--- src/rtl/vga_sync_gen.sv ---
// vga_sync_gen: raster timing generator for the TinyQV VGA peripheral.
// Free-running x/y beam counters with registered sync, blank, retrace and a
// sticky frame interrupt. Every output register decodes the next (x,y), so
// all outputs line up with the x/y presented in the same cycle.
//
// Optional feature macro: VGA_SYNC_LINE_IRQ_EN
//   When defined, adds irq_line/irq_line_en so the interrupt can also fire at
//   the start of hblank on a chosen line.
//
// Totals must satisfy H_TOTAL <= 2048 and V_TOTAL <= 1024 (11/10-bit counters).
module vga_sync_gen #(
  parameter int H_VISIBLE = 1024,
  parameter int H_FRONT   = 24,
  parameter int H_SYNC    = 136,
  parameter int H_BACK    = 160,
  parameter int V_VISIBLE = 768,
  parameter int V_FRONT   = 3,
  parameter int V_SYNC    = 6,
  parameter int V_BACK    = 29,
  parameter int HSYNC_POL = 0,
  parameter int VSYNC_POL = 0
) (
  input  logic        clk,
  input  logic        rst_n,
  input  logic        cli,
`ifdef VGA_SYNC_LINE_IRQ_EN
  input  logic [9:0]  irq_line,
  input  logic [0:0]  irq_line_en,
`endif
  output logic [10:0] x,
  output logic [9:0]  y,
  output logic        hsync,
  output logic        vsync,
  output logic        retrace,
  output logic        blank,
  output logic        interrupt
);

  // Timing boundaries sized to the counter widths so every compare is exact.
  localparam logic [10:0] H_VIS   = 11'(H_VISIBLE);
  localparam logic [10:0] H_SS    = 11'(H_VISIBLE + H_FRONT);
  localparam logic [10:0] H_SE    = 11'(H_VISIBLE + H_FRONT + H_SYNC);
  localparam logic [10:0] H_LAST  = 11'(H_VISIBLE + H_FRONT + H_SYNC + H_BACK - 1);
  localparam logic [9:0]  V_VIS   = 10'(V_VISIBLE);
  localparam logic [9:0]  V_SS    = 10'(V_VISIBLE + V_FRONT);
  localparam logic [9:0]  V_SE    = 10'(V_VISIBLE + V_FRONT + V_SYNC);
  localparam logic [9:0]  V_LAST  = 10'(V_VISIBLE + V_FRONT + V_SYNC + V_BACK - 1);
  localparam logic        HS_ACT  = 1'(HSYNC_POL);
  localparam logic        VS_ACT  = 1'(VSYNC_POL);

  logic [10:0] x_nxt;
  logic [9:0]  y_nxt;
  logic        h_act_nxt;
  logic        v_act_nxt;
  logic        blank_nxt;
  logic        retrace_nxt;
  logic        irq_set;
  logic        line_hit;

  // Next beam position: x wraps at end of line, y advances (and wraps) with it.
  always_comb begin
    x_nxt = x + 11'd1;
    y_nxt = y;
    if (x == H_LAST) begin
      x_nxt = 11'd0;
      if (y == V_LAST) y_nxt = 10'd0;
      else             y_nxt = y + 10'd1;
    end
  end

  // Decode of the next position; registered below alongside x/y.
  always_comb begin
    blank_nxt   = (x_nxt >= H_VIS) || (y_nxt >= V_VIS);
    h_act_nxt   = (x_nxt >= H_SS) && (x_nxt < H_SE);
    v_act_nxt   = (y_nxt >= V_SS) && (y_nxt < V_SE);
    retrace_nxt = (x_nxt == H_VIS) && (y_nxt < V_VIS);
`ifdef VGA_SYNC_LINE_IRQ_EN
    // irq_line beyond the last line never equals y_nxt, so it never fires.
    line_hit    = irq_line_en[0] && (x_nxt == H_VIS) && (y_nxt == irq_line);
`else
    line_hit    = 1'b0;
`endif
    irq_set     = ((x_nxt == 11'd0) && (y_nxt == V_VIS)) || line_hit;
  end

  // Counters and registered outputs; a set request outranks cli.
  always_ff @(posedge clk) begin
    if (!rst_n) begin
      x         <= 11'd0;
      y         <= 10'd0;
      hsync     <= ~HS_ACT;
      vsync     <= ~VS_ACT;
      blank     <= 1'b0;
      retrace   <= 1'b0;
      interrupt <= 1'b0;
    end else begin
      x         <= x_nxt;
      y         <= y_nxt;
      hsync     <= h_act_nxt ? HS_ACT : ~HS_ACT;
      vsync     <= v_act_nxt ? VS_ACT : ~VS_ACT;
      blank     <= blank_nxt;
      retrace   <= retrace_nxt;
      interrupt <= irq_set | (interrupt & ~cli);
    end
  end

endmodule

--- config.mk ---
export PLATFORM = sky130hd
export DESIGN_NAME = vga_sync_gen
export DESIGN_NICKNAME = d
export VERILOG_FILES = /design/src/rtl/vga_sync_gen.sv
export SDC_FILE = /design/constraint.sdc
export NUM_CORES = 1
export LEC_CHECK = 0
export CAP_MARGIN = 20
export CORE_MARGIN = 5
export CORE_UTILIZATION = 50
export DETAILED_ROUTE_END_ITERATION = 12
export GPL_TIMING_DRIVEN = 0
export PLACE_DENSITY = 0.77
export SYNTH_ARGS = -nofsm -noshare
export SYNTH_HDL_FRONTEND = slang
export SYNTH_SLANG_ARGS = --single-unit
--- constraint.sdc ---
create_clock -name clk -period 3.26 [get_ports clk]
set_input_delay 0.978 -clock clk [delete_from_list [all_inputs] [get_ports clk]]
set_output_delay 0.978 -clock clk [all_outputs]
set_load 0.03 [all_outputs]
==> flow_summary.json, run 1 <==
{
  "synth_edf_count": 0,
  "postSynth.asyncResetShare_pct": 0,
  "r2r_setup_slack_ps": 550,
  "end_kind": "register",
  "synth_largest_area_cell": "dfxtp_1",
  "synth_top_area_share_pct": 34.8,
  "finClkSkew_ps": 4.11,
  "drive_gt1_share_pct": 7.48,
  "status": "finished clean",
  "ios": 29,
  "slowest_stage": "nor4_4",
  "power_density_nw_per_um2": 315,
  "total_power_w": 0.000586,
  "drt-total-wl_mm": 3.75,
  "register_area_um2": 520,
  "first_pass_iters": 4,
  "yosys-top-cells-area": "dfxtp_1 (35%), nor2_1 (5.0%), xnor2_1 (4.1%)",
  "diodes": 0,
  "nNetsFinal": 222,
  "period_minus_slack_ps": 2710,
  "grt_pass1_wl_mm": 6.44,
  "gr-usage-all-layers_pct": 19.2,
  "min_path_type": "reg2reg",
  "cts_buffers": 3,
  "cts_setup_buffers": 0,
  "crit_chain": "clkbuf_1 > nand3_1 > nor4_4 > buf_2 > nand3_1 > xnor2_1 > nor3_1 > nand3_1 > or3_1",
  "critPathTopFamily": "simple AND/OR/NAND/NOR gates",
  "core-area_um2": 2810,
  "path_class": "reg2reg",
  "path_clk_slew_ps": 150,
  "yosys_register_bits": 26,
  "cp.required_ps": 3500,
  "cts_tree": "built",
  "port_buffers": 27,
  "drc": 0,
  "clkPwrFrac_pct": 38.8,
  "synth_seq_area_share_pct": 34.8,
  "yosys_warnings": 0,
  "start_kind": "register",
  "multi_input_area_um2": 920,
  "post-place-ws_ps": 588,
  "viasPerCell": 6.11,
  "place_hpwl_mm": 2.79,
  "area_growth_pct": 24.1,
  "clockBufferDepth": 2,
  "worst-path-buf-inv": 2,
  "period_share_pct": 83.1,
  "relSlewSlack_pct": 42.2,
  "first_global_vias": 1432,
  "fin_util_pct": 66.3,
  "tns_ps": 0,
  "clock.fmax_mhz": 369,
  "rows": 19,
  "whs_ps": 502,
  "power.internal_w": 0.000458,
  "pwr-share-seq_pct": 55.4,
  "initial_core_util_pct": 53.4,
  "die_x_um": 64.7,
  "swShare_pct": 21.9,
  "gp_congestion": 0.845,
  "synthesis.area_um2": 1500,
  "cts_hold_buf": 0,
  "final.setup.worst_slack_ps": 552,
  "syn_inst": 183,
  "combinationalPowerShare_pct": 5.8,
  "ys_types": 46,
  "clock_sinks": 26,
  "route.vias.total": 1497,
  "drtAntennaViolNets": 0,
  "report.final.hold_viol_count": 0,
  "htree_num_levels": 1,
  "drv_slew": 0,
  "cp_max_fo": 10,
  "synthesis.nets": 190,
  "grt_max_degree": 16,
  "grt-ovfl-total": 0,
  "die_h_um": 64.7,
  "maxCapViolCount": 0,
  "wl_per_cell_um": 15.3,
  "clock_latency_ps": 330,
  "synthFlopType": "dfxtp_1",
  "ir_drop_mv": 0.192,
  "cts_root_buffer": "clkbuf_4",
  "cts.repair.resized": 0,
  "dieArea_um2": 4190,
  "setup_viol": 0,
  "rsz0062_at_grt": "false",
  "avgSynthCellArea_um2": 8.18,
  "antenna_found_initial": 0,
  "p_leak_nw": 0.663,
  "cp_data_arrival_time_ps": 2950,
  "synth.most_common_cell": "dfxtp_1",
  "cp_common_cell": "nand3_1",
  "tightestPinTransition_ps": 861,
  "p_switching_w": 0.000129,
  "synth_common_cells": "dfxtp_1 (26), nor2_1 (20), nand2_1 (14)",
  "max_stage_delay_ps": 470,
  "drt_iter0_markers": 45,
  "nFillCells": 247
}
## worst register-to-register path, cell delays in order, from the launching register on
cell and delay, ps:
dfxtp_1 360, clkbuf_1 300, nand3_1 290, nor4_4 470, buf_2 290, nand3_1 120, xnor2_1 150, nor3_1 140
nand3_1 120, or3_1 370
## power groups by stage
stage | Sequential, W | Combinational, W | Clock [W]
5_1_grt | 0.000326 | 0.0000369 | 0.000244
6_report | 0.000325 | 0.0000338 | 0.000227
4_1_cts | 0.000325 | 0.0000337 | 0.000230
3_5_place_dp | 0.000332 | 0.0000335 | 0
3_3_place_gp | 0.000332 | 0.0000331 | 0
2_1_floorplan | 0.000337 | 0.0000149 | 0
## metal layers
layer / wire length (µm) / part of all wire, % / track usage [%]
met5: 0 / 0 / 0
met4: 57 / 1.5 / 7.92
met3: 173 / 4.6 / 3.28
met2: 1810 / 48 / 31.0
met1: 1720 / 46 / 25.2
## logic make-up after synthesis
family	Yosys count	share of synthesized area, %
AO/OA/AOI/OAI	32	14.4
flip-flops	26	34.8
AND/OR/NAND/NOR	94	35.8
buffers and inverters	14	3.84
multiplexers	2	1.42
XOR/XNOR	11	6.43
adder cells (fa/ha/maj)	4	3.34
## layout by cell type, fill, tap and decap left out, types with 5 or more instances in the layout
| master | synthesis | final |
|---|---|---|
| clkdlybuf4s50_1 | 0 | 27 |
| xnor2_1 | 7 | 7 |
| nand4_1 | 5 | 5 |
| o31ai_1 | 5 | 5 |
| nand3_1 | 9 | 9 |
| inv_1 | 6 | 6 |
| a21oi_1 | 6 | 6 |
| nand2_1 | 14 | 14 |
| clkbuf_1 | 6 | 6 |
| and3_1 | 7 | 7 |
| nor3_1 | 8 | 8 |
| and2_1 | 8 | 8 |
| o21ai_0 | 7 | 7 |
| nor2_1 | 20 | 20 |
| dfxtp_1 | 26 | 26 |
## metrics by stage
step,cells,instance area [µm²]
2_1_floorplan,183,1500
3_3_place_gp,241,1810
3_5_place_dp,241,1810
4_1_cts,245,1860
5_1_grt,245,1860
6_report,245,1860
## layout make-up
type	instances	share of cell area (%)
Timing Repair Buffer	27	14.5
Sequential cell	26	28.0
Clock inverter	1	1.62
Multi-Input combinational cell	143	49.5
Tap cell	31	2.09
Buffer	8	1.88
Clock buffer	3	1.21
Inverter	6	1.21
## registers in the layout, summed over array words and instances, names as in the netlist
register and count:
y 10, retrace 1, hsync 1, vsync 1
x 11, interrupt 1, blank 1
## final timing paths
kind | start | to | cells past startpoint
setup / recovery | x[2] | vsync | 9
hold / removal | interrupt | interrupt | 2
hold reg to reg | interrupt | interrupt | 2
setup reg to reg | x[2] | vsync | 9
No activity file was read; power rests on OpenSTA's default activity.
==> run 2, diff against run 1 <==
==> constraint.sdc (replaced) <==
create_clock -name clk -period 2.5 [get_ports clk]
set_input_delay 0.75 -clock clk [delete_from_list [all_inputs] [get_ports clk]]
set_output_delay 0.75 -clock clk [all_outputs]
set_load 0.03 [all_outputs]
==> run 2 against run 1 <==
Critical endpoint unchanged. Clock skew grew 7.6 ps. Fmax up 11%. Clock power rose by 29%. Clock-buffer cell count did not move. Setup slack lost 480 ps. Wire length grew 0.91%. Utilization up 4.1 points. Sequential power up 30%. Flip-flop and latch count unchanged. Register-to-register slack worse by 480 ps. Total power is 29% higher. Final cell count is 3.3% higher.
==> flow_summary.json, run 2 (synthesis results as in run 1) <==
{
  "status": "finished clean",
  "die_x_um": 64.7,
  "die_h_um": 64.7,
  "end_kind": "register",
  "start_kind": "register",
  "wl_per_cell_um": 15.0,
  "ff2ff_path_depth": 7,
  "tns_ps": 0,
  "cp_data_arrival_time_ps": 2670,
  "drive_gt1_share_pct": 15.3,
  "hold_start": "x[0]",
  "core-area_um2": 2810,
  "setup_viol": 0,
  "r2r-end": "vsync",
  "grt-ovfl-total": 0,
  "drc": 0,
  "maxCapViolCount": 0,
  "layout_commonest_cell": "clkdlybuf4s50_1",
  "finClkSkew_ps": 11.7,
  "worstHoldPathCells": 1,
  "rows": 19,
  "grt_pass1_wl_mm": 6.49,
  "area_growth_pct": 31.8,
  "slowest_stage": "or4b_4",
  "cp.required_ps": 2740,
  "clock.fmax_mhz": 411,
  "report.final.hold_viol_count": 0,
  "relSlewSlack_pct": 62.2,
  "ios": 29,
  "power.internal_w": 0.000594,
  "fin_util_pct": 70.4,
  "drv_slew": 0,
  "clock_sinks": 26,
  "nFillCells": 224,
  "p_leak_nw": 0.714,
  "dieArea_um2": 4190,
  "drt-total-wl_mm": 3.79,
  "worst-path-buf-inv": 0,
  "period_minus_slack_ps": 2430,
  "tightestPinTransition_ps": 567,
  "grt_max_degree": 16,
  "clockBufferDepth": 2,
  "htree_num_levels": 1,
  "r2r_setup_slack_ps": 70,
  "swShare_pct": 21.6,
  "regMostFlops": "x",
  "p_switching_w": 0.000164,
  "drtAntennaViolNets": 0,
  "antenna_found_initial": 0,
  "hold_end": "x[0]",
  "final_cell_mix": "clkdlybuf4s50_1 (27), dfxtp_1 (22), nor2_1 (20)",
  "startpoint": "x[7]",
  "period_share_pct": 97.3,
  "min_path_type": "reg2reg",
  "diodes": 0,
  "route.vias.total": 1522,
  "viasPerCell": 6.02,
  "largest_registers": "x (11), y (10)",
  "crit_chain": "or4b_4 > or4_4 > o21ai_4 > o31ai_4 > nor3_2 > nand3_1 > or3_1",
  "largest_reg_flops": 11,
  "initial_core_util_pct": 53.4,
  "r2r-start": "x[7]",
  "first_pass_iters": 4,
  "clock_latency_ps": 330,
  "combinationalPowerShare_pct": 5.9,
  "cts_buffers": 3,
  "critPathTopFamily": "simple AND/OR/NAND/NOR gates",
  "cts_tree": "built",
  "port_buffers": 27,
  "rsz0062_at_grt": "true",
  "first_global_vias": 1420,
  "gp_congestion": 0.844,
  "pwr-share-seq_pct": 55.5,
  "cp_max_fo": 3,
  "path_class": "reg2reg",
  "max_stage_delay_ps": 570,
  "power_density_nw_per_um2": 384,
  "path_clk_slew_ps": 150,
  "cts_root_buffer": "clkbuf_4",
  "place_hpwl_mm": 2.70,
  "gr-usage-all-layers_pct": 19.2,
  "drt_iter0_markers": 109,
  "nNetsFinal": 230,
  "ir_drop_mv": 0.215,
  "clkPwrFrac_pct": 38.6
}
==> run 2: cell type report <==
class	instances	area (µm²)	area share, %
plain buffers	7	36.3	1.84
flip-flops and latches	26	533	27.0
clock buffers	3	22.5	1.14
repair buffers	36	338	17.1
clock inverters	1	30.0	1.52
inverters	6	22.5	1.14
well taps	31	38.8	1.96
multi-input cells	143	953	48.3
==> run 2: stage by stage <==
step	instance area, µm²	setup slack (ps)	total power, W	instances	hold slack [ps]
floorplan	1500	7.38	0.000460	183	591
global placement	1810	-105	0.000476	241	477
detailed placement	1810	-85.7	0.000477	241	477
CTS	1930	4.71	0.000766	250	500
global route	1970	-5.06	0.000786	253	518
finish	1970	67.8	0.000758	253	490
==> run 2: how the worst max path moves through the flow <==
stage / end / slack, ps / cells after the start
after floorplan: vsync / 7 / 7
after CTS: vsync / 5 / 7
after global routing: vsync / -5 / 7
final: vsync / 70 / 7
after detailed placement: vsync / -90 / 9
after global placement: vsync / -110 / 9
==> run 2: routing by layer <==
layer	vias up	GRT usage [%]	wire (µm)	part of all wire (%)
met5	-	0	0	0
met4	0	7.65	62	1.6
met3	9	3.11	230	6.1
met2	60	29.9	1770	47
met1	713	26.4	1720	45
li1	740	-	-	-
==> run 2: timing repair <==
action / CTS / global route
resized for setup: 5 / 10
setup endpoints to repair: 1 / 4
buffers inserted: 6 / 3
hold buffers: 0 / 0
pin swaps: 6 / 4
==> run 2: power by group through the flow <==
stage | Combinational [W] | Clock (W) | Sequential (W)
3_5_place_dp | 0.0000439 | 0 | 0.000433
4_1_cts | 0.0000442 | 0.000298 | 0.000424
6_report | 0.0000444 | 0.000293 | 0.000421
5_1_grt | 0.0000484 | 0.000315 | 0.000422
3_3_place_gp | 0.0000435 | 0 | 0.000433
2_1_floorplan | 0.0000197 | 0 | 0.000440
